File: config.mk
export PLATFORM = sky130hd
export DESIGN_NAME = am2909_next_addr_ctl
export DESIGN_NICKNAME = d
export VERILOG_FILES = /design/src/rtl/am2909_ctl_pkg.sv /design/src/rtl/am2909_loop_counter.sv /design/src/rtl/am2909_next_addr_ctl.sv
export SDC_FILE = /design/constraint.sdc
export NUM_CORES = 1
export LEC_CHECK = 0
export ABC_AREA = 0
export CAP_MARGIN = 15
export CORE_UTILIZATION = 40
export DETAILED_ROUTE_END_ITERATION = 8
export HOLD_SLACK_MARGIN = 0.15
export PLACE_DENSITY = 0.67
export SETUP_SLACK_MARGIN = 0.02
export SLEW_MARGIN = 5
export SYNTH_ARGS = -nofsm -noshare
export SYNTH_HDL_FRONTEND = slang
export SYNTH_SLANG_ARGS = --single-unit
File: constraint.sdc
create_clock -name CP -period 2.65 [get_ports CP]
set_input_delay 0.53 -clock CP [delete_from_list [all_inputs] [get_ports CP]]
set_output_delay 0.53 -clock CP [all_outputs]
set_load 0.05 [all_outputs]
File: src/rtl/am2909_ctl_pkg.sv
// am2909_ctl_pkg: opcodes, 2909 source-select encodings and default stack depth
package am2909_ctl_pkg;
    localparam logic [3:0] OP_JZ   = 4'h0;
    localparam logic [3:0] OP_CJS  = 4'h1;
    localparam logic [3:0] OP_JMAP = 4'h2;
    localparam logic [3:0] OP_CJP  = 4'h3;
    localparam logic [3:0] OP_PUSH = 4'h4;
    localparam logic [3:0] OP_JSRP = 4'h5;
    localparam logic [3:0] OP_CJV  = 4'h6;
    localparam logic [3:0] OP_JRP  = 4'h7;
    localparam logic [3:0] OP_RFCT = 4'h8;
    localparam logic [3:0] OP_RPCT = 4'h9;
    localparam logic [3:0] OP_CRTN = 4'hA;
    localparam logic [3:0] OP_CJPP = 4'hB;
    localparam logic [3:0] OP_LDCT = 4'hC;
    localparam logic [3:0] OP_LOOP = 4'hD;
    localparam logic [3:0] OP_CONT = 4'hE;
    localparam logic [3:0] OP_TWB  = 4'hF;
    localparam logic [1:0] SEL_UPC = 2'b00;
    localparam logic [1:0] SEL_R   = 2'b01;
    localparam logic [1:0] SEL_STK = 2'b10;
    localparam logic [1:0] SEL_D   = 2'b11;
    localparam int STACK_DEPTH_DEFAULT = 4;
endpackage

File: src/rtl/am2909_loop_counter.sv
// am2909_loop_counter: loadable down-counter with zero detect
module am2909_loop_counter #(
    parameter int CW = 12
) (
    input  logic          clk,
    input  logic          rst_n,
    input  logic          ld,
    input  logic          dec,
    input  logic [CW-1:0] d,
    output logic          zero
);
    logic [CW-1:0] cnt;
    // load wins over decrement; decrement is only requested when non-zero
    always_ff @(posedge clk or negedge rst_n)
        if (!rst_n) cnt <= '0;
        else cnt <= ld ? d : dec ? cnt - CW'(1) : cnt;
    assign zero = cnt == '0;
endmodule

File: src/rtl/am2909_next_addr_ctl.sv
// am2909_next_addr_ctl: Am2910-style next-address control for cascaded Am2909 slices
// Optional stack-overflow guard: define AM2909_CTL_STACK_GUARD_EN
module am2909_next_addr_ctl
    import am2909_ctl_pkg::*;
#(
    parameter int CW          = 12,
    parameter int STACK_DEPTH = STACK_DEPTH_DEFAULT
) (
    input  logic          CP,
    input  logic          CLR,
    input  logic [3:0]    INSTR,
    input  logic          CC_N,
    input  logic          CCEN_N,
    input  logic [CW-1:0] LD_VAL,
    output logic [1:0]    S,
    output logic          FE,
    output logic          PUP,
    output logic          RE,
    output logic          ZERO,
    output logic          C,
    output logic          PL_N,
    output logic          MAP_N,
    output logic          VECT_N,
    output logic          FULL_N,
    output logic          CNT_ZERO,
    output logic          ERR
);
    localparam int DW = $clog2(STACK_DEPTH + 1);
    logic          pass, push, pop, ld, dec, jz, map, vect, full, cnt_zero, fe;
    logic [1:0]    sel;
    logic [DW-1:0] depth;
    assign pass = CCEN_N | ~CC_N;
    assign full = depth == DW'(STACK_DEPTH);
    // opcode decode into source select, stack action and counter action
    always_comb begin
        sel = SEL_UPC; push = 1'b0; pop = 1'b0; ld = 1'b0; dec = 1'b0;
        jz = 1'b0; map = 1'b0; vect = 1'b0;
        case (INSTR)
            OP_JZ:   begin sel = SEL_D; jz = 1'b1; end
            OP_CJS:  begin sel = pass ? SEL_D : SEL_UPC; push = pass; end
            OP_JMAP: begin sel = SEL_D; map = 1'b1; end
            OP_CJP:  sel = pass ? SEL_D : SEL_UPC;
            OP_PUSH: begin push = 1'b1; ld = pass; end
            OP_JSRP: begin sel = pass ? SEL_D : SEL_R; push = 1'b1; end
            OP_CJV:  begin sel = pass ? SEL_D : SEL_UPC; vect = pass; end
            OP_JRP:  sel = pass ? SEL_D : SEL_R;
            OP_RFCT: begin sel = cnt_zero ? SEL_UPC : SEL_STK; dec = ~cnt_zero; pop = cnt_zero; end
            OP_RPCT: begin sel = cnt_zero ? SEL_UPC : SEL_D; dec = ~cnt_zero; end
            OP_CRTN: begin sel = pass ? SEL_STK : SEL_UPC; pop = pass; end
            OP_CJPP: begin sel = pass ? SEL_D : SEL_UPC; pop = pass; end
            OP_LDCT: ld = 1'b1;
            OP_LOOP: begin sel = pass ? SEL_UPC : SEL_STK; pop = pass; end
            OP_CONT: sel = SEL_UPC;
            OP_TWB:  begin
                sel = (pass | cnt_zero) ? SEL_D : SEL_STK;
                pop = pass | cnt_zero;
                dec = ~pass & ~cnt_zero;
            end
            default: sel = SEL_UPC;
        endcase
    end
`ifdef AM2909_CTL_STACK_GUARD_EN
    logic err_q;
    assign fe  = ~((push & ~full) | pop);
    assign ERR = err_q;
    // overflow flag is sticky until reset
    always_ff @(posedge CP or negedge CLR)
        if (!CLR) err_q <= 1'b0;
        else if (push & full) err_q <= 1'b1;
`else
    assign fe  = ~(push | pop);
    assign ERR = 1'b0;
`endif
    // depth tracking: saturate at both ends, JZ clears
    always_ff @(posedge CP or negedge CLR)
        if (!CLR) depth <= '0;
        else if (jz) depth <= '0;
        else if (push & ~full) depth <= depth + DW'(1);
        else if (pop & depth != '0) depth <= depth - DW'(1);
    am2909_loop_counter #(.CW(CW)) u_cnt (
        .clk  (CP),
        .rst_n(CLR),
        .ld   (ld),
        .dec  (dec),
        .d    (LD_VAL),
        .zero (cnt_zero)
    );
    assign S        = CLR ? sel : SEL_UPC;
    assign FE       = CLR ? fe : 1'b1;
    assign PUP      = CLR ? ~pop : 1'b1;
    assign RE       = CLR ? ~ld : 1'b1;
    assign ZERO     = CLR ? jz : 1'b1;
    assign C        = CLR;
    assign PL_N     = CLR ? (map | vect) : 1'b1;
    assign MAP_N    = CLR ? ~map : 1'b1;
    assign VECT_N   = CLR ? ~vect : 1'b1;
    assign FULL_N   = CLR ? ~full : 1'b1;
    assign CNT_ZERO = cnt_zero;
endmodule
==> metrics.cfg, run 1 <==
[yosys]
synth_compound_area_share_pct = 17.7
synth.distinct_cells = 44
synth.avg_cell_area_sq_um = 8.01
synth_seq_cells = 15
synthesis.nets = 184
synth_mux_area_share_pct = 4.85
synth_top_cell_area_share_pct = 29.1
synth-simple-area-share_pct = 30.1
synth_edf_count = 0
synth_fa_ha_area_share_pct = 3.49
synthFlopType = dfrtp_1
netlist_instances = 161
yosys-top-cells-area = dfrtp_1 29%, xor2_1 6.8%, nor2_1 6.4%
synthArstFlopShare_pct = 100
ys_seq_area_share_pct = 29.1
synth_area_sq_um = 1290
synth_top_family_by_area = simple AND/OR/NAND/NOR gates
synth-xor-area-share_pct = 7.47
synth_top_area_cell = dfrtp_1
yosys_warnings = 0

[die]
die_h_microns = 58.8
start_util_pct = 42.3
die_area_sq_um = 3460
die_w_microns = 58.8
fp-row-count = 20
ios = 33
core-area_sq_um = 3050

[clock_network]
root_buffer = clkbuf_4
clk_latency_ps = 290
cts_tree = built
holdBufCountCts = 0
h-tree-depth = 1
cts_max_path_buffers = 2
cts.sinks = 15
path_clk_slew_ps = 100
cts_buffers = 3

[cells_and_area]
final_nets = 229
drive_gt1_share_pct = 26.8
layout_commonest_cell = buf_4
final_cell_mix = 23 x buf_4, 21 x nor2_1
layoutNonFillerInstCount = 249
diodes = 0
postLayoutCellArea_sq_um = 1920
syn_to_final_growth_pct = 49.0
num-fill-cells = 275

[global_route]
grt_first_pass_wirelength_microns = 5090
grt_max_degree = 24
grt_overflow = 0
globalRouteTotalUtil_pct = 19.3
grt_pass1_vias = 1187
antenna_found_initial = 0

[critical_path]
startpoint_type = flip-flop
worst-endpoint-required_ps = 2120
crit_type = flip-flop to output pin
path_max_fanout = 7
end_kind = output pin
cp.arrival_ps = 2000

[timing]
fin_ws_ps = 119
post-route-period-util_pct = 95.5
period_minus_slack_ps = 2530
fin_skew_ps = 10.3
slew_viol_final = 0
worst_pin_slew_ps = 679
max-slew-margin-rel_pct = 54.3
finalHoldViolations = 0
setup_viol = 0
rsz0062_at_grt = yes
fmax_mhz = 395

[power]
p_sw_share_pct = 41.7
power_frac_seq_pct = 39.0
cellLeakagePower_nw = 0.825
p_comb_share_pct = 48.7
p_clk_share_pct = 12.3
vdd_drop_max_mv = 0.417
switchingPower_uw = 447
power_density_nw_per_um2 = 558
p_total_mw = 1.07
cell_internal_pwr_uw = 625

[detailed_routing]
wl_microns = 3010
drtIter0Drc = 26
dr.pass1.iters = 4
viasPerCell = 5.17
ant_nets = 0
wl_per_cell_microns = 12.1
drc = 0
vias = 1288

[placed_design]
io_buffers = 31
place_area_sq_um = 1820
gp_congestion = 0.812
hpwl_microns = 2330
pre_cts_ws_ps = -72.5
dp_cells = 240

[run]
max_cap_violations = 0

[outcome]
status = completed

[min_path]
hold_class = flip-flop to flip-flop

## state kept, by name (all words and copies together), names as in the netlist
name and count:
depth 3, u_cnt.cnt 12
## final cells by class
cell class	instances	area [sq um]	share of cell area, %
clock buffer	3	22.5	1.17
clock inverter	1	5.00	0.260
inverter	7	26.3	1.37
multi-input combinational	126	857	44.6
sequential	15	375	19.5
tap	44	55.1	2.86
timing repair buffer	53	581	30.2
## stage by stage
step / hold slack, ps / TNS, ps / util [%]
after floorplan: 234 / 0 / -
after global placement: 562 / -21.7 / 59.5
after detailed placement: 563 / -115 / 59.5
after CTS: 581 / 0 / 61.0
after global routing: 605 / -0.522 / 63.0
final: 573 / 0 / 63.0
## logic make-up (layout without fill, tap and decap cells)
group | count (synthesis) | after routing
multiplexers | 6 | 6
adder cells (fa/ha/maj) | 3 | 3
XOR/XNOR | 11 | 11
AND/OR/NAND/NOR | 73 | 73
AO/OA/AOI/OAI | 32 | 32
buffers and inverters | 20 | 64
other | 1 | 1
flip-flops | 15 | 15
## power groups by stage
stage               Combinational [mW]  Sequential, mW  Clock, mW
floorplan                        0.330           0.392          0
global placement                 0.475           0.406          0
detailed placement               0.494           0.411          0
CTS                              0.501           0.414      0.138
global route                     0.585           0.428      0.148
finish                           0.522           0.418      0.132
## final timing paths
check                                              start                       end  slack (ps)  cells after the start
worst max-delay path            u_cnt.cnt[9]$_DFFE_PN0P_                       PUP         120                      7
worst max register to register  u_cnt.cnt[9]$_DFFE_PN0P_  u_cnt.cnt[1]$_DFFE_PN0P_         750                      7
max in group asynchronous                            CLR  u_cnt.cnt[1]$_DFFE_PN0P_        1600                      2
worst min register to register      depth[0]$_DFFE_PN0P_      depth[0]$_DFFE_PN0P_         570                      1
worst min-delay path                depth[0]$_DFFE_PN0P_      depth[0]$_DFFE_PN0P_         570                      1
min in group asynchronous                            CLR      depth[0]$_DFFE_PN0P_         840                      2
## cells in the mapped netlist (all sizes together), types with 2 or more instances
cell    count
a211o       2
a21oi      15
a31o        2
a31oi       2
and3        2
buf         4
clkbuf      9
dfrtp      15
ha          2
inv         7
mux2        2
mux2i       4
nand2      15
nand2b      4
nand3       6
nand4       4
nand4b      2
nor2       22
nor3        6
nor3b       4
nor4        3
nor4b       2
o21ai       3
xor2       10
## per-layer routing
metal,track usage (%),wire length [microns],vias to the layer above
met5,0,0,-
met4,7.82,40,0
met3,3.30,62,4
met2,33.6,1550,22
met1,23.6,1360,604
li1,-,-,658
## worst max-delay path: stages, from the launching register on
cell,delay (ps)
dfrtp_1,440
nor3_1,390
nand3_2,140
buf_6,160
o21ai_4,160
and2_4,170
nand2_1,80
buf_12,170
## what timing repair did
item / in CTS / in global routing
setup endpoints to repair: 4 / 5
pin swaps: 0 / 1
gates resized for setup: 4 / 9
endpoints found under the hold margin: 0 / 0
setup buffers: 1 / 4
Power figures use the tool's default switching activity.
==> run 2: changes to the inputs <==
--- a/config.mk
+++ b/config.mk
@@ -9,2 +9,3 @@
 export CAP_MARGIN = 15
+export CORE_MARGIN = 2
 export CORE_UTILIZATION = 40
==> constraint.sdc (replaced) <==
create_clock -name CP -period 2.65 [get_ports CP]
set_input_delay 0.265 -clock CP [delete_from_list [all_inputs] [get_ports CP]]
set_output_delay 0.265 -clock CP [all_outputs]
set_load 0.05 [all_outputs]
==> metrics.cfg, run 2 (same netlist as run 1, synthesis figures left out) <==
[outcome]
status = completed

[cells_and_area]
top_register = u_cnt.cnt
largest_reg_flops = 12
diodes = 0
reg_top3 = u_cnt.cnt: 12 flops, depth: 3 flops
drive_gt1_share_pct = 19.6
syn_to_final_growth_pct = 37.2
layoutNonFillerInstCount = 238
utilization_pct = 58.0
final_nets = 218
postLayoutCellArea_sq_um = 1770
layout_commonest_cell = nor2_1
final_cell_mix = 22 x nor2_1, 19 x clkdlybuf4s50_1

[timing]
rsz0062_at_grt = no
fmax_mhz = 413
worst_pin_slew_ps = 708
post-route-period-util_pct = 91.3
fin_ws_ps = 232
fin_worst_hold_slack_ps = 519
period_minus_slack_ps = 2420
finalHoldViolations = 0
max-slew-margin-rel_pct = 52.4
slew_viol_final = 0
setup_viol = 0
fin_skew_ps = 9.92
tns_ps = 0

[placed_design]
place_area_sq_um = 1740
gp_congestion = 0.872
io_buffers = 31
hpwl_microns = 2410
dp_cells = 233
pre_cts_ws_ps = 141

[clock_network]
cts.sinks = 15
path_clk_slew_ps = 90
cts_buffers = 3
h-tree-depth = 1
clk_latency_ps = 280
cts_max_path_buffers = 2
holdBufCountCts = 0
root_buffer = clkbuf_4
cts_tree = built

[critical_path]
r2r_slack_ps = 750
startpoint_type = flip-flop
cp.arrival_ps = 2150
r2r_cells = 8
cp_slowest_cell = dfrtp_1
path_max_fanout = 8
r2r_end = depth[2]$_DFFE_PN0P_
end_kind = output pin
cp_cell_sequence = inv_1, ha_1, nor4b_2, nand3_1, buf_4, o21ai_4, and2_1, o21ai_0, buf_12
worst-endpoint-required_ps = 2380
r2r_start = depth[0]$_DFFE_PN0P_
crit_type = flip-flop to output pin
cpPeakStageDelay_ps = 400

[die]
die_h_microns = 60.8
die_w_microns = 60.8
ios = 33
start_util_pct = 42.3
die_area_sq_um = 3700
core-area_sq_um = 3050
fp-row-count = 20

[power]
vdd_drop_max_mv = 0.430
p_total_mw = 1.00
cellLeakagePower_nw = 0.724
power_density_nw_per_um2 = 567

[global_route]
grt_pass1_vias = 1153
grt_max_degree = 24
grt_first_pass_wirelength_microns = 5060
grt_overflow = 0
globalRouteTotalUtil_pct = 18.0
antenna_found_initial = 0

[detailed_routing]
dr.pass1.iters = 4
drc = 0
drtIter0Drc = 39
viasPerCell = 5.20
vias = 1238
wl_microns = 2970
wl_per_cell_microns = 12.5
ant_nets = 0

[min_path]
worstHoldStart = LD_VAL[1]
hold_depth = 3
hold_class = primary input to flip-flop
min_to = u_cnt.cnt[1]$_DFFE_PN0P_

[run]
max_cap_violations = 0

-- run 2: worst max path at each step --
stage	slack [ps]	cells past startpoint	from	to
finish	230	9	u_cnt.cnt[0]$_DFFE_PN0P_	FE
global route	60	9	u_cnt.cnt[0]$_DFFE_PN0P_	FE
CTS	110	9	u_cnt.cnt[0]$_DFFE_PN0P_	FE
detailed placement	140	9	INSTR[2]	depth[2]$_DFFE_PN0P_
global placement	270	9	INSTR[2]	depth[2]$_DFFE_PN0P_
floorplan	80	8	u_cnt.cnt[0]$_DFFE_PN0P_	FE
-- run 2: per-layer routing --
metal | vias up | GRT usage, % | part of all wire (%)
met1 | 578 | 23.5 | 45
met5 | - | 0 | 0
met2 | 24 | 31.2 | 51
li1 | 632 | - | -
met4 | 0 | 2.80 | 0.64
met3 | 4 | 3.84 | 2.9
-- run 2: cell type report --
type,count,area (sq um)
clock buffers,3,22.5
clock inverters,1,5.00
fillers,286,1280
inverters,7,26.3
multi-input cells,126,823
flip-flops and latches,15,375
well taps,44,55.1
repair buffers,42,463
-- run 2: worst max-delay path: cells and delay by family (launching register included) --
kind            cells  cell delay [ps]
flops               1              400
buf+inv             3              530
simple gates        3              500
compound gates      2              280
fa+ha+maj           1              150
-- run 2: timing repair --
| action | CTS | global route |
|---|---|---|
| setup buffers | 0 | 1 |
| endpoints found under the setup margin | 0 | 2 |
| resized for setup | 0 | 0 |
-- run 2: power by group --
part           leakage, nW  internal [mW]  switching (mW)
Combinational        0.538          0.223           0.244
Clock               0.0177         0.0560          0.0700
Sequential           0.169          0.306           0.104
==> run 3: changes to the inputs <==
Settings changed: GPL_TIMING_DRIVEN set to 0.
==> metrics.cfg, run 3 (same netlist as run 1, synthesis figures left out) <==
[detailed_routing]
vias = 1252
dr.pass1.iters = 4
wl_microns = 3080
wl_per_cell_microns = 12.8
drtIter0Drc = 99
ant_nets = 0
drc = 0
viasPerCell = 5.22

[global_route]
globalRouteTotalUtil_pct = 18.8
grt_max_degree = 16
grt_pass1_vias = 1185
antenna_found_initial = 0
grt_overflow = 0
grt_first_pass_wirelength_microns = 5250

[die]
die_w_microns = 60.8
ios = 33
fp-row-count = 20
die_area_sq_um = 3700
die_h_microns = 60.8
start_util_pct = 42.3
core-area_sq_um = 3050

[cells_and_area]
drive_gt1_share_pct = 14.3
top_register = u_cnt.cnt
largest_reg_flops = 12
syn_to_final_growth_pct = 31.0
reg_top3 = u_cnt.cnt: 12 flops, depth: 3 flops
final_nets = 220
final_cell_mix = 22 x nor2_1, 22 x clkdlybuf4s50_1, 15 x nand2_1, 15 x a21oi_1, 15 x dfrtp_1
diodes = 0
postLayoutCellArea_sq_um = 1690

[critical_path]
r2r_start = u_cnt.cnt[0]$_DFFE_PN0P_
path_max_fanout = 10
r2r_slack_ps = 750
r2r_end = u_cnt.cnt[1]$_DFFE_PN0P_
end_kind = output pin
cp.arrival_ps = 2200
crit_type = primary input to output pin
cp_cell_sequence = clkdlybuf4s50_1, clkbuf_2, nand2b_1, a211o_1, nand2_1, clkdlybuf4s50_1
cpPeakStageDelay_ps = 800
startpoint_type = primary input
cpMostUsedCell = clkdlybuf4s50_1
r2r_cells = 8
path_delay_family = buffers and inverters
path_buf_inv = 3
worst-endpoint-required_ps = 2380
cp_slowest_cell = clkdlybuf4s50_1

[min_path]
hold_class = primary input to flip-flop
worstHoldStart = LD_VAL[1]
min_to = u_cnt.cnt[1]$_DFFE_PN0P_
hold_depth = 3

[placed_design]
hpwl_microns = 2240
gp_congestion = 0.807
io_buffers = 29
pre_cts_ws_ps = -425
place_area_sq_um = 1640

[run]
max_cap_violations = 0

[timing]
worst_pin_slew_ps = 750
post-route-period-util_pct = 93.0
fin_skew_ps = 6.67
max-slew-margin-rel_pct = 49.5
finalHoldViolations = 0
setup_viol = 0
period_minus_slack_ps = 2460
fmax_mhz = 406
slew_viol_final = 0
rsz0062_at_grt = no
fin_worst_hold_slack_ps = 535
fin_ws_ps = 185

[clock_network]
cts_buffers = 3
cts_max_path_buffers = 2
h-tree-depth = 1
root_buffer = clkbuf_4
cts.sinks = 15
path_clk_slew_ps = 90
cts_tree = built
clk_latency_ps = 290

[outcome]
status = completed

[power]
power_density_nw_per_um2 = 593
vdd_drop_max_mv = 0.284
cellLeakagePower_nw = 0.676

==> run 3: cell count changes in the layout (fill, tap and decap cells not counted), sizes merged <==
cell | previous run | this run
buf | 23 | 7
dlygate4sd2 | 0 | 1
clkbuf | 3 | 14
dlygate4sd3 | 0 | 1
dlymetal6s2s | 0 | 1
clkdlybuf4s15 | 0 | 1
clkdlybuf4s50 | 19 | 22
==> run 3: worst max-delay path by stage <==
stage               endpoint  cells after the start                     start
global route            S[0]                      9  u_cnt.cnt[0]$_DFFE_PN0P_
detailed placement      S[0]                      5                       CLR
floorplan                 FE                      8  u_cnt.cnt[0]$_DFFE_PN0P_
CTS                     S[1]                      9  u_cnt.cnt[0]$_DFFE_PN0P_
global placement        S[0]                      5                       CLR
finish                  PL_N                      6                  INSTR[1]
==> run 3: through the flow <==
| stage | std cells | total power [mW] | setup TNS, ps | utilization (%) |
|---|---|---|---|---|
| 2_1_floorplan | 161 | 0.721 | 0 | - |
| 3_3_place_gp | 234 | 0.830 | -2220 | 53.6 |
| 3_5_place_dp | 234 | 0.852 | -2630 | 53.6 |
| 4_1_cts | 239 | 0.997 | 0 | 54.9 |
| 5_1_grt | 240 | 1.09 | 0 | 55.4 |
| 6_report | 240 | 1.00 | 0 | 55.4 |
==> run 3: metal layers <==
| metal | global-route usage, % | vias up | share of wire (%) | wire [microns] |
|---|---|---|---|---|
| met5 | 0 | - | 0 | 0 |
| met2 | 34.7 | 30 | 53 | 1620 |
| met1 | 23.4 | 579 | 43 | 1330 |
| met3 | 2.56 | 4 | 3.4 | 106 |
| met4 | 3.73 | 0 | 0.72 | 22 |
| li1 | - | 639 | - | - |
==> run 3: cell type report <==
cell class	count	area, sq um
Tap cell	44	55.1
Buffer	13	67.6
Sequential cell	15	375
Clock inverter	1	5.00
Timing Repair Buffer	31	293
Clock buffer	3	22.5
Fill cell	308	1360
Inverter	7	26.3
Multi-Input combinational cell	126	846
==> run 3: power breakdown <==
part | switching [mW] | leakage, nW | total [mW] | internal (mW)
combinational | 0.246 | 0.490 | 0.447 | 0.201
sequential | 0.116 | 0.169 | 0.422 | 0.306
clock | 0.0778 | 0.0177 | 0.134 | 0.0561
==> run 3: what timing repair did <==
| action | in CTS | in global routing |
|---|---|---|
| gates resized for setup | 21 | 11 |
| setup buffers | 0 | 1 |
| hold endpoints to repair | 15 | 0 |
| setup endpoints to repair | 12 | 9 |
| pin swaps | 0 | 0 |
| hold buffers | 1 | 0 |
==> run 3: worst reg2reg max path, delay by kind of cell, from the launching register on <==
kind | cells | cell delay (ps)
muxes | 2 | 470
and+or+nand+nor | 3 | 460
DFF | 1 | 410
buffers and inverters | 2 | 310
adders and majority gates | 1 | 180
